## src/rtl/keypad_pkg.sv

```systemverilog
// Shared definitions for the keypad matrix scanner: FSM state encoding and width helpers.
package keypad_pkg;

    typedef enum logic [1:0] {
        SCAN     = 2'd0,
        PRESS_DB = 2'd1,
        HELD     = 2'd2,
        REL_DB   = 2'd3
    } state_t;

    // Bits needed to hold values 0..value-1, never less than one bit.
    function automatic int clog2(input int value);
        int w;
        w = 1;
        while ((1 << w) < value) begin
            w++;
        end
        return w;
    endfunction

    function automatic int key_width(input int rows, input int cols);
        return clog2(rows * cols);
    endfunction

endpackage

```

## src/rtl/keypad_matrix_scanner_prescaler.sv

```systemverilog
// Scan-rate prescaler: one-clock scanTick every SCAN_DIV system clocks.
module scan_prescaler
    import keypad_pkg::*;
#(
    parameter int SCAN_DIV = 1000
) (
    input  logic clock,
    input  logic reset,
    output logic scanTick
);

    localparam int CNT_W = clog2(SCAN_DIV);
    localparam logic [CNT_W-1:0] CNT_LAST = CNT_W'(SCAN_DIV - 1);

    logic [CNT_W-1:0] count_q;
    logic [CNT_W-1:0] count_d;

    always_comb begin
        count_d = count_q + 1'b1;
        if (count_q == CNT_LAST) begin
            count_d = '0;
        end
    end

    always_ff @(posedge clock) begin
        if (reset) begin
            count_q <= '0;
        end else begin
            count_q <= count_d;
        end
    end

    assign scanTick = (count_q == CNT_LAST);

endmodule

```

## src/rtl/keypad_matrix_scanner.sv

```systemverilog
// Row-scanned keypad matrix reader with press/release debounce and optional auto-repeat.
module keypad_matrix_scanner
    import keypad_pkg::*;
#(
    parameter int ROWS           = 4,
    parameter int COLS           = 3,
    parameter int SCAN_DIV       = 1000,
    parameter int DEBOUNCE_TICKS = 8,
    parameter int REPEAT_TICKS   = 0,
    localparam int KEY_W         = key_width(ROWS, COLS)
) (
    input  logic             clock,
    input  logic             reset,
    output logic [ROWS-1:0]  rowDrivers,
    input  logic [COLS-1:0]  columnReceivers,
    output logic [KEY_W-1:0] keyCode,
    output logic             keyValid,
    output logic             keyHeld
);

    localparam int ROW_W = clog2(ROWS);
    localparam int COL_W = clog2(COLS);
    localparam int DEB_W = clog2(DEBOUNCE_TICKS + 1);
    localparam int REP_W = clog2(REPEAT_TICKS + 1);
    localparam logic [ROW_W-1:0] ROW_LAST = ROW_W'(ROWS - 1);
    localparam logic [DEB_W-1:0] DEB_LAST = DEB_W'(DEBOUNCE_TICKS - 1);
    localparam logic [REP_W-1:0] REP_LAST = REP_W'((REPEAT_TICKS > 0) ? REPEAT_TICKS - 1 : 0);

    logic             scanTick;
    logic [COLS-1:0]  sync1_q;
    logic [COLS-1:0]  colSync_q;
    state_t           state_q,    state_d;
    logic [ROW_W-1:0] row_q,      row_d;
    logic [COL_W-1:0] candCol_q,  candCol_d;
    logic [KEY_W-1:0] candKey_q,  candKey_d;
    logic [DEB_W-1:0] debounce_q, debounce_d;
    logic [REP_W-1:0] repeat_q,   repeat_d;
    logic [KEY_W-1:0] keyCode_q,  keyCode_d;
    logic             keyValid_q, keyValid_d;
    logic             keyHeld_q,  keyHeld_d;

    logic             hit;
    logic             candBit;
    logic [COL_W-1:0] hitCol;
    logic [KEY_W-1:0] hitKey;
    logic [ROW_W-1:0] rowNext;

    scan_prescaler #(
        .SCAN_DIV(SCAN_DIV)
    ) u_prescaler (
        .clock   (clock),
        .reset   (reset),
        .scanTick(scanTick)
    );

    // Descending walk so the lowest set column is the one left standing.
    always_comb begin
        hitCol = '0;
        for (int c = COLS - 1; c >= 0; c--) begin
            if (colSync_q[c]) begin
                hitCol = COL_W'(c);
            end
        end
    end

    assign hit     = |colSync_q;
    assign candBit = colSync_q[candCol_q];
    assign hitKey  = KEY_W'(row_q) * KEY_W'(COLS) + KEY_W'(hitCol);
    assign rowNext = (row_q == ROW_LAST) ? '0 : row_q + 1'b1;

    always_comb begin
        rowDrivers        = '0;
        rowDrivers[row_q] = 1'b1;
    end

    always_comb begin
        state_d    = state_q;
        row_d      = row_q;
        candCol_d  = candCol_q;
        candKey_d  = candKey_q;
        debounce_d = debounce_q;
        repeat_d   = repeat_q;
        keyCode_d  = keyCode_q;
        keyValid_d = 1'b0;
        keyHeld_d  = keyHeld_q;
        if (scanTick) begin
            case (state_q)
                SCAN: begin
                    if (hit) begin
                        candCol_d  = hitCol;
                        candKey_d  = hitKey;
                        debounce_d = DEB_W'(1);
                        state_d    = PRESS_DB;
                    end else begin
                        row_d = rowNext;
                    end
                end
                PRESS_DB: begin
                    if (!candBit) begin
                        state_d = SCAN;
                        row_d   = rowNext;
                    end else if (debounce_q >= DEB_LAST) begin
                        keyCode_d  = candKey_q;
                        keyValid_d = 1'b1;
                        keyHeld_d  = 1'b1;
                        repeat_d   = '0;
                        state_d    = HELD;
                    end else begin
                        debounce_d = debounce_q + 1'b1;
                    end
                end
                HELD: begin
                    if (!candBit) begin
                        debounce_d = DEB_W'(1);
                        state_d    = REL_DB;
                    end else if (REPEAT_TICKS != 0) begin
                        if (repeat_q >= REP_LAST) begin
                            keyValid_d = 1'b1;
                            repeat_d   = '0;
                        end else begin
                            repeat_d = repeat_q + 1'b1;
                        end
                    end
                end
                REL_DB: begin
                    // A bounce back to pressed resumes the hold without losing repeat phase.
                    if (candBit) begin
                        state_d = HELD;
                    end else if (debounce_q >= DEB_LAST) begin
                        keyHeld_d = 1'b0;
                        state_d   = SCAN;
                        row_d     = rowNext;
                    end else begin
                        debounce_d = debounce_q + 1'b1;
                    end
                end
                default: begin
                    state_d = SCAN;
                end
            endcase
        end
    end

    always_ff @(posedge clock) begin
        if (reset) begin
            sync1_q    <= '0;
            colSync_q  <= '0;
            state_q    <= SCAN;
            row_q      <= '0;
            candCol_q  <= '0;
            candKey_q  <= '0;
            debounce_q <= '0;
            repeat_q   <= '0;
            keyCode_q  <= '0;
            keyValid_q <= 1'b0;
            keyHeld_q  <= 1'b0;
        end else begin
            sync1_q    <= columnReceivers;
            colSync_q  <= sync1_q;
            state_q    <= state_d;
            row_q      <= row_d;
            candCol_q  <= candCol_d;
            candKey_q  <= candKey_d;
            debounce_q <= debounce_d;
            repeat_q   <= repeat_d;
            keyCode_q  <= keyCode_d;
            keyValid_q <= keyValid_d;
            keyHeld_q  <= keyHeld_d;
        end
    end

    assign keyCode  = keyCode_q;
    assign keyValid = keyValid_q;
    assign keyHeld  = keyHeld_q;

endmodule

```

## config.mk

```make
export PLATFORM = sky130hd
export DESIGN_NAME = keypad_matrix_scanner
export DESIGN_NICKNAME = d
export VERILOG_FILES = /design/src/rtl/keypad_pkg.sv /design/src/rtl/keypad_matrix_scanner_prescaler.sv /design/src/rtl/keypad_matrix_scanner.sv
export SDC_FILE = /design/constraint.sdc
export NUM_CORES = 1
export LEC_CHECK = 0
export ABC_AREA = 1
export CORE_ASPECT_RATIO = 0.8
export CORE_MARGIN = 5
export CORE_UTILIZATION = 43
export DETAILED_ROUTE_END_ITERATION = 8
export PLACE_DENSITY = 0.64
export SYNTH_ARGS = -nofsm -noshare
export SYNTH_HDL_FRONTEND = slang
export SYNTH_SLANG_ARGS = --single-unit
```

## constraint.sdc

```tcl
create_clock -name clock -period 3.35 [get_ports clock]
set_input_delay 0.67 -clock clock [delete_from_list [all_inputs] [get_ports clock]]
set_output_delay 0.67 -clock clock [all_outputs]
set_load 0.05 [all_outputs]
```

Word level (Yosys, flattened, before mapping)
Cells that the tools add are included.

Register bits after elaboration: 36. Latch bits: 0. RAM bits: 0. Bits in read-only memories: 0. Input port bits: 5. Output and inout bits: 10. Word-level logic and storage cells: 83. Memories: 0.

Add/sub/neg operators: 4. Multipliers: 1. Div/mod/pow operators: 0. Order comparisons: 4. Eq/ne operators: 15. Shifts and indexed selects: 0. Mux-type cells: 32. Bitwise operators: 3. Reductions and logical operators: 13.

Operators with widths (number): 2-bit 2-to-1 mux (14); 4-bit 2-to-1 mux (5); 2-bit != test (second input constant) (8); 4-bit one-hot mux with 4 select lines (1); 6-bit AND reduction (2); 10-bit by 1-bit adder with 10-bit output (second input constant) (1); 10-bit == test (second input constant) (1); 5-bit AND reduction (2); 2-bit one-hot mux with 4 select lines (1); 1-bit 2-to-1 mux (7); 2-bit == test (second input constant) (3); 2-bit by 3-bit less-than comparator with 1-bit output (second input constant) (2); 3-bit != test (second input constant) (2); 2-bit one-hot mux with 3 select lines (1); 4-bit by 1-bit adder with 4-bit output (second input constant) (1); 4-bit by 2-bit adder with 4-bit output (1); 4-bit by 3-bit greater-or-equal comparator with 1-bit output (second input constant) (1); 2-bit by 2-bit multiplier with 4-bit output (second input constant) (1); 4-bit AND reduction (1); 4-bit OR reduction (1); 1-bit inverter (3); 3-bit AND reduction (1); 3-bit nonzero test (1); 3-bit OR reduction (1); other kinds (10) (10).

Longest topological paths before layout
Depth in word-level cells: 5. Depth in mapped cells: 10. Mapped depth without buffers: 10.

Modules after synthesis
From an unflattened synthesis, not the netlist that was laid out.

Cell total of the unflattened synthesis: 236. Area total of the unflattened synthesis: 1834.3 um^2.

By module, submodules not included: keypad_matrix_scanner (instances 1, cells an instance 170, area an instance 1338.8 um^2, sequential area each 520.5 um^2); scan_prescaler (instances 1, cells an instance 66, area an instance 495.5 um^2, sequential area each 200.2 um^2).

Least setup slack after synthesis
OpenSTA, ideal clock, no wires.

Kind: reg-to-reg. Start point: reg colSync_q[0]. End point: reg candKey_q[2]. Library setup time: 0.116 ns. Data arrival time: 1.766 ns. Required time: 3.234 ns. Slack: 1.468 ns. Stages on the path, launching flop included: 9. Path buffers: 0. Clock period less this slack: 1.882 ns. Cells stage by stage: dfxtp_1 nor2_1 nand2_1 inv_1 fa_1 ha_1 fa_1 nor2_1 nor2_1.

Cells in the longest elaborated chain, start to end: 2. Elaborated cells between the ends (all ways): 4. Those cells by class: add/sub (1); mux (1); reduce/logical (2).

RTL lines: start, declared (line keypad_matrix_scanner.sv:31) `logic [COLS-1:0] colSync_q;`; start signal, assigned (line keypad_matrix_scanner.sv:159) `colSync_q <= sync1_q;`; 2-bit 2-to-1 mux (line keypad_matrix_scanner.sv:60) `if (colSync_q[c]) begin`; named net hitCol[1] (line keypad_matrix_scanner.sv:44) `logic [COL_W-1:0] hitCol;`; 4-bit by 2-bit adder with 4-bit output (line keypad_matrix_scanner.sv:68) `assign hitKey = KEY_W'(row_q) * KEY_W'(COLS) + KEY_W'(hitCol);`; named net hitKey[2] (line keypad_matrix_scanner.sv:45) `logic [KEY_W-1:0] hitKey;`; end signal, assigned (line keypad_matrix_scanner.sv:163) `candKey_q <= candKey_d;`; end, declared (line keypad_matrix_scanner.sv:35) `logic [KEY_W-1:0] candKey_q, candKey_d;`.

The timed path passes the listed nets, and every way through them passes these cells. A chain may end at the register's enable or synchronous reset.

Final worst setup path
Start point: reg row_q[0]. End point: out rowDrivers[0].

Cells in the longest elaborated chain, start to end: 4. Elaborated cells between the ends (all ways): 5. Those cells by class: order compare (2); mux (2); reduce/logical (1).

RTL lines: start, declared (line keypad_matrix_scanner.sv:33) `logic [ROW_W-1:0] row_q, row_d;`; start signal, assigned (line keypad_matrix_scanner.sv:161) `row_q <= row_d;`; 2-bit by 3-bit less-than comparator with 1-bit output (implied by the code) / 2-bit by 1-bit greater-or-equal comparator with 1-bit output (equally long branches) (line keypad_matrix_scanner.sv:73) `rowDrivers[row_q] = 1'b1;`; 1-bit logical AND (implied by the code) (line keypad_matrix_scanner.sv:73); 1-bit 2-to-1 mux (implied by the code) (line keypad_matrix_scanner.sv:73); 1-bit demux with 2-bit select * (line keypad_matrix_scanner.sv:73); end, declared (line keypad_matrix_scanner.sv:14) `output logic [ROWS-1:0] rowDrivers,`.

Every way passes the cells marked *; elsewhere a longest branch is shown, timed or not.

==> summary.md <==
| Metric | Value |
|---|---|
| Slew Viols, Final | `0` |
| Die area | `approximately 5400 um2` |
| Die W | `about 81 um` |
| Clock power frac | `around 45%` |
| Drt first-iter violations | `96` |
| Fillers | `roughly 380` |
| CP Capture Type | `output port` |
| Setup_tns | `0 ps` |
| Die height | `around 67 um` |
| Area share of the largest cell type after synthesis | `41.9%` |
| Met3 WL | `166 um` |
| Placed cell area | `~1900 um2` |
| Worst hold start | `sync1_q[1]$_SDFF_PP0_` |
| Worst slew pin tran | `just over 500 ps` |
| Comb pwr share | `3.8%` |
| First-pass GRT wire length | `around 5.3 mm` |
| Number of vias per cell | `4.65` |
| Hold_buf cts | `0` |
| Nets | `254` |
| Largest net degree at the start of global routing | `17` |
| Final Critical Period | `about 2400 ps` |
| Hold path cells | `2` |
| Gr usage total | `roughly an eighth` |
| Syn Nets | `236` |
| Share of layout cells above drive strength 1 | `between 10% and 20%` |
| Worst-path clk slew | `approximately 80 ps` |
| Hpwl dp | `around 2.3 mm` |
| Fin util | `between 50% and 60%` |
| Internal cell power | `roughly 0.67 mW` |
| Via count | `approximately 1,400` |
| Yosys reg bits | `36` |
| Detailed Routing Iterations Pass 1 | `4` |
| Initial antenna violation count | `0` |
| Finished Cell Area | `between 2000 and 2500 um2` |
| Placed insts | `around 290` |
| I/O pin total | `15` |
| N_diodes | `0` |
| Sequential power share | `approximately half` |
| CORE AREA | `around 3800 um2` |
| Final Hold Viols | `0` |
| Clock Tree Buf Depth | `2` |
| Max-cap violations | `0` |
| RSZ-0062 raised after global routing | `false` |
| Clock Sinks | `36` |
| Commonest non-fill, non-tap cell in the layout | `nor2_1` |
| Yosys warns | `0` |
| DRC viols | `0` |
| Ranking of synthesized cells by area | `dfxtp_1 (42%), nor2_1 (10%), nand2_1 (7.2%)` |
| Number of distinct library cells after synthesis | `32` |
| Wire length per cell | `about 10 um` |
| Pwr/cell area | `418 nW/um2` |
| Clock root cell | `clkbuf_8` |
| Critical path class | `register to output port` |
| Post-DRT Antenna Nets | `0` |
| Final Cycle Share | `72.9%` |
| Sw Ratio | `about a fifth` |
| NetSw | `between 0.15 and 0.2 mW` |
| Mapped Area | `1720 um2` |
| RR Startpoint | `colSync_q[0]$_SDFF_PP0_` |
| Reg2reg end | `candKey_q[2]$_SDFFE_PP0P_` |
| Final setup viols | `0` |
| CP Max Fanout | `6` |
| I/O Buffers | `14` |
| VDD IR max | `0.330 mV` |
| Area Growth Syn to Fin | `17.7%` |
| Leak | `0.861 nW` |
| H-tree depth | `2` |
| WL met2 | `~1.3 mm` |
| Final Wtd Congestion | `~0.84` |
| Top layer in use | `met4` |
| Crit path launch type | `register` |
| Vias in the first global route | `1,179` |
| Setup bufs post-CTS | `0` |
| Seq/Total Area, Yosys | `between 40% and 50%` |
| Worst EP required | `around 2700 ps` |
| Dpl ws | `slightly below 1000 ps` |
| Worst path arrival time | `~1800 ps` |
| Worst clock skew | `8.01 ps` |
| Global route overflow | `0` |
| Clock Latency Late Sink | `between 200 and 300 ps` |
| WHS Endpoint | `colSync_q[1]$_SDFF_PP0_` |
| Initial Util | `~45%` |
| Reg2reg path depth | `8` |
| CTS Buf Count | `5` |
| Slew HR | `between 60% and 70%` |
| Most frequent cells in the layout | `nor2_1 (48), dfxtp_1 (36), nand2_1 (33)` |
| Maximum operating frequency | `a little over 400 MHz` |
| Mapped Cells | `221` |
| Post-cts resize count | `0` |
| Outcome | `finished clean` |
| Post-Layout Cell Count | `slightly below 300` |
| Cell taking the most area after synthesis | `dfxtp_1` |
| Met1 WL | `about 1.6 mm` |
| # rows | `20` |
| HP Class | `register to register` |
| Final setup margin | `909 ps` |
| CTS tree | `done` |
| Final wirelength | `3.03 mm` |
| Flop2flop setup slack | `roughly 1400 ps` |
| Syn avg cell area | `7.79 um2` |
worst max path at each step:
stage	from	endpoint	slack, ps
final	row_q[0]$_SDFFE_PP0P_	rowDrivers[0]	910
after global routing	row_q[0]$_SDFFE_PP0P_	rowDrivers[0]	810
after CTS	row_q[0]$_SDFFE_PP0P_	rowDrivers[0]	870
after detailed placement	reset	u_prescaler.count_q[8]$_SDFF_PP0_	990
after global placement	reset	u_prescaler.count_q[8]$_SDFF_PP0_	1040
after floorplan	colSync_q[0]$_SDFF_PP0_	candKey_q[2]$_SDFFE_PP0P_	1470
power groups by stage:
stage                     Clock, mW  Combinational, mW  Sequential [mW]
after floorplan                   0             0.0235            0.447
after global placement            0             0.0322            0.448
after detailed placement          0             0.0323            0.448
after CTS                     0.385             0.0324            0.438
after global routing          0.413             0.0366            0.439
final                         0.377             0.0320            0.438
layer usage:
metal | up-vias | GRT usage, %
li1 | 742 | -
met1 | 599 | 17.4
met2 | 27 | 19.2
met3 | 5 | 5.00
met4 | 0 | 4.43
met5 | - | 0
worst max-delay path: stages (launching register included):
cell	delay, ps
dfxtp_1	470
inv_1	120
ha_1	200
clkdlybuf4s50_1	700
cell type report:
cell class | instances | area (um2) | share of cell area [%]
clock buffer | 5 | 68.8 | 3.40
clock inverter | 3 | 42.5 | 2.10
inverter | 27 | 101 | 5.00
multi-input combinational | 155 | 885 | 43.6
sequential | 36 | 721 | 35.6
tap | 55 | 68.8 | 3.40
timing repair buffer | 14 | 140 | 6.91
cell usage after synthesis:
library cell / count
a21oi_2: 2
inv_2: 7
nand2_1: 33
nor4_2: 1
nor2_2: 4
dfxtp_1: 36
buf_2: 2
nand3_4: 1
and3_1: 2
o21ai_1: 8
nor2_4: 4
xor2_1: 1
inv_1: 20
o211ai_2: 1
nand2_4: 1
nor3b_1: 3
nand4_2: 1
a21oi_1: 10
nor3_1: 2
o21bai_1: 1
xnor2_1: 1
nand4_1: 2
clkbuf_2: 1
nand2_2: 2
nand3_1: 9
o21ai_0: 4
o21ai_2: 1
fa_1: 2
o211ai_1: 1
nor2_1: 48
nand3_2: 2
ha_1: 8
through the flow:
step	power (mW)	hold slack [ps]
3_5_place_dp	0.480	396
6_report	0.847	403
2_1_floorplan	0.470	388
3_3_place_gp	0.480	396
5_1_grt	0.888	419
4_1_cts	0.856	405
cell families after synthesis:
logic type / after synthesis / share of synthesized area, %
AOI/OAI and AO/OA: 28 / 9.52
xor gates and xnor gates: 2 / 1.02
adders and majority gates: 10 / 8.14
buffers and inverters: 30 / 6.76
DFF: 36 / 41.9
and+or+nand+nor: 115 / 32.7
state kept, by name (all words and copies together) (netlist names), named ones only:
| register | cells |
|---|---|
| row_q | 2 |
| keyValid | 1 |
| debounce_q | 4 |
| u_prescaler.count_q | 10 |
| colSync_q | 3 |
| candKey_q | 4 |
| keyCode | 4 |
| state_q | 1 |
| keyHeld | 1 |
| sync1_q | 3 |
| candCol_q | 2 |
Power figures use the tool's default switching activity.
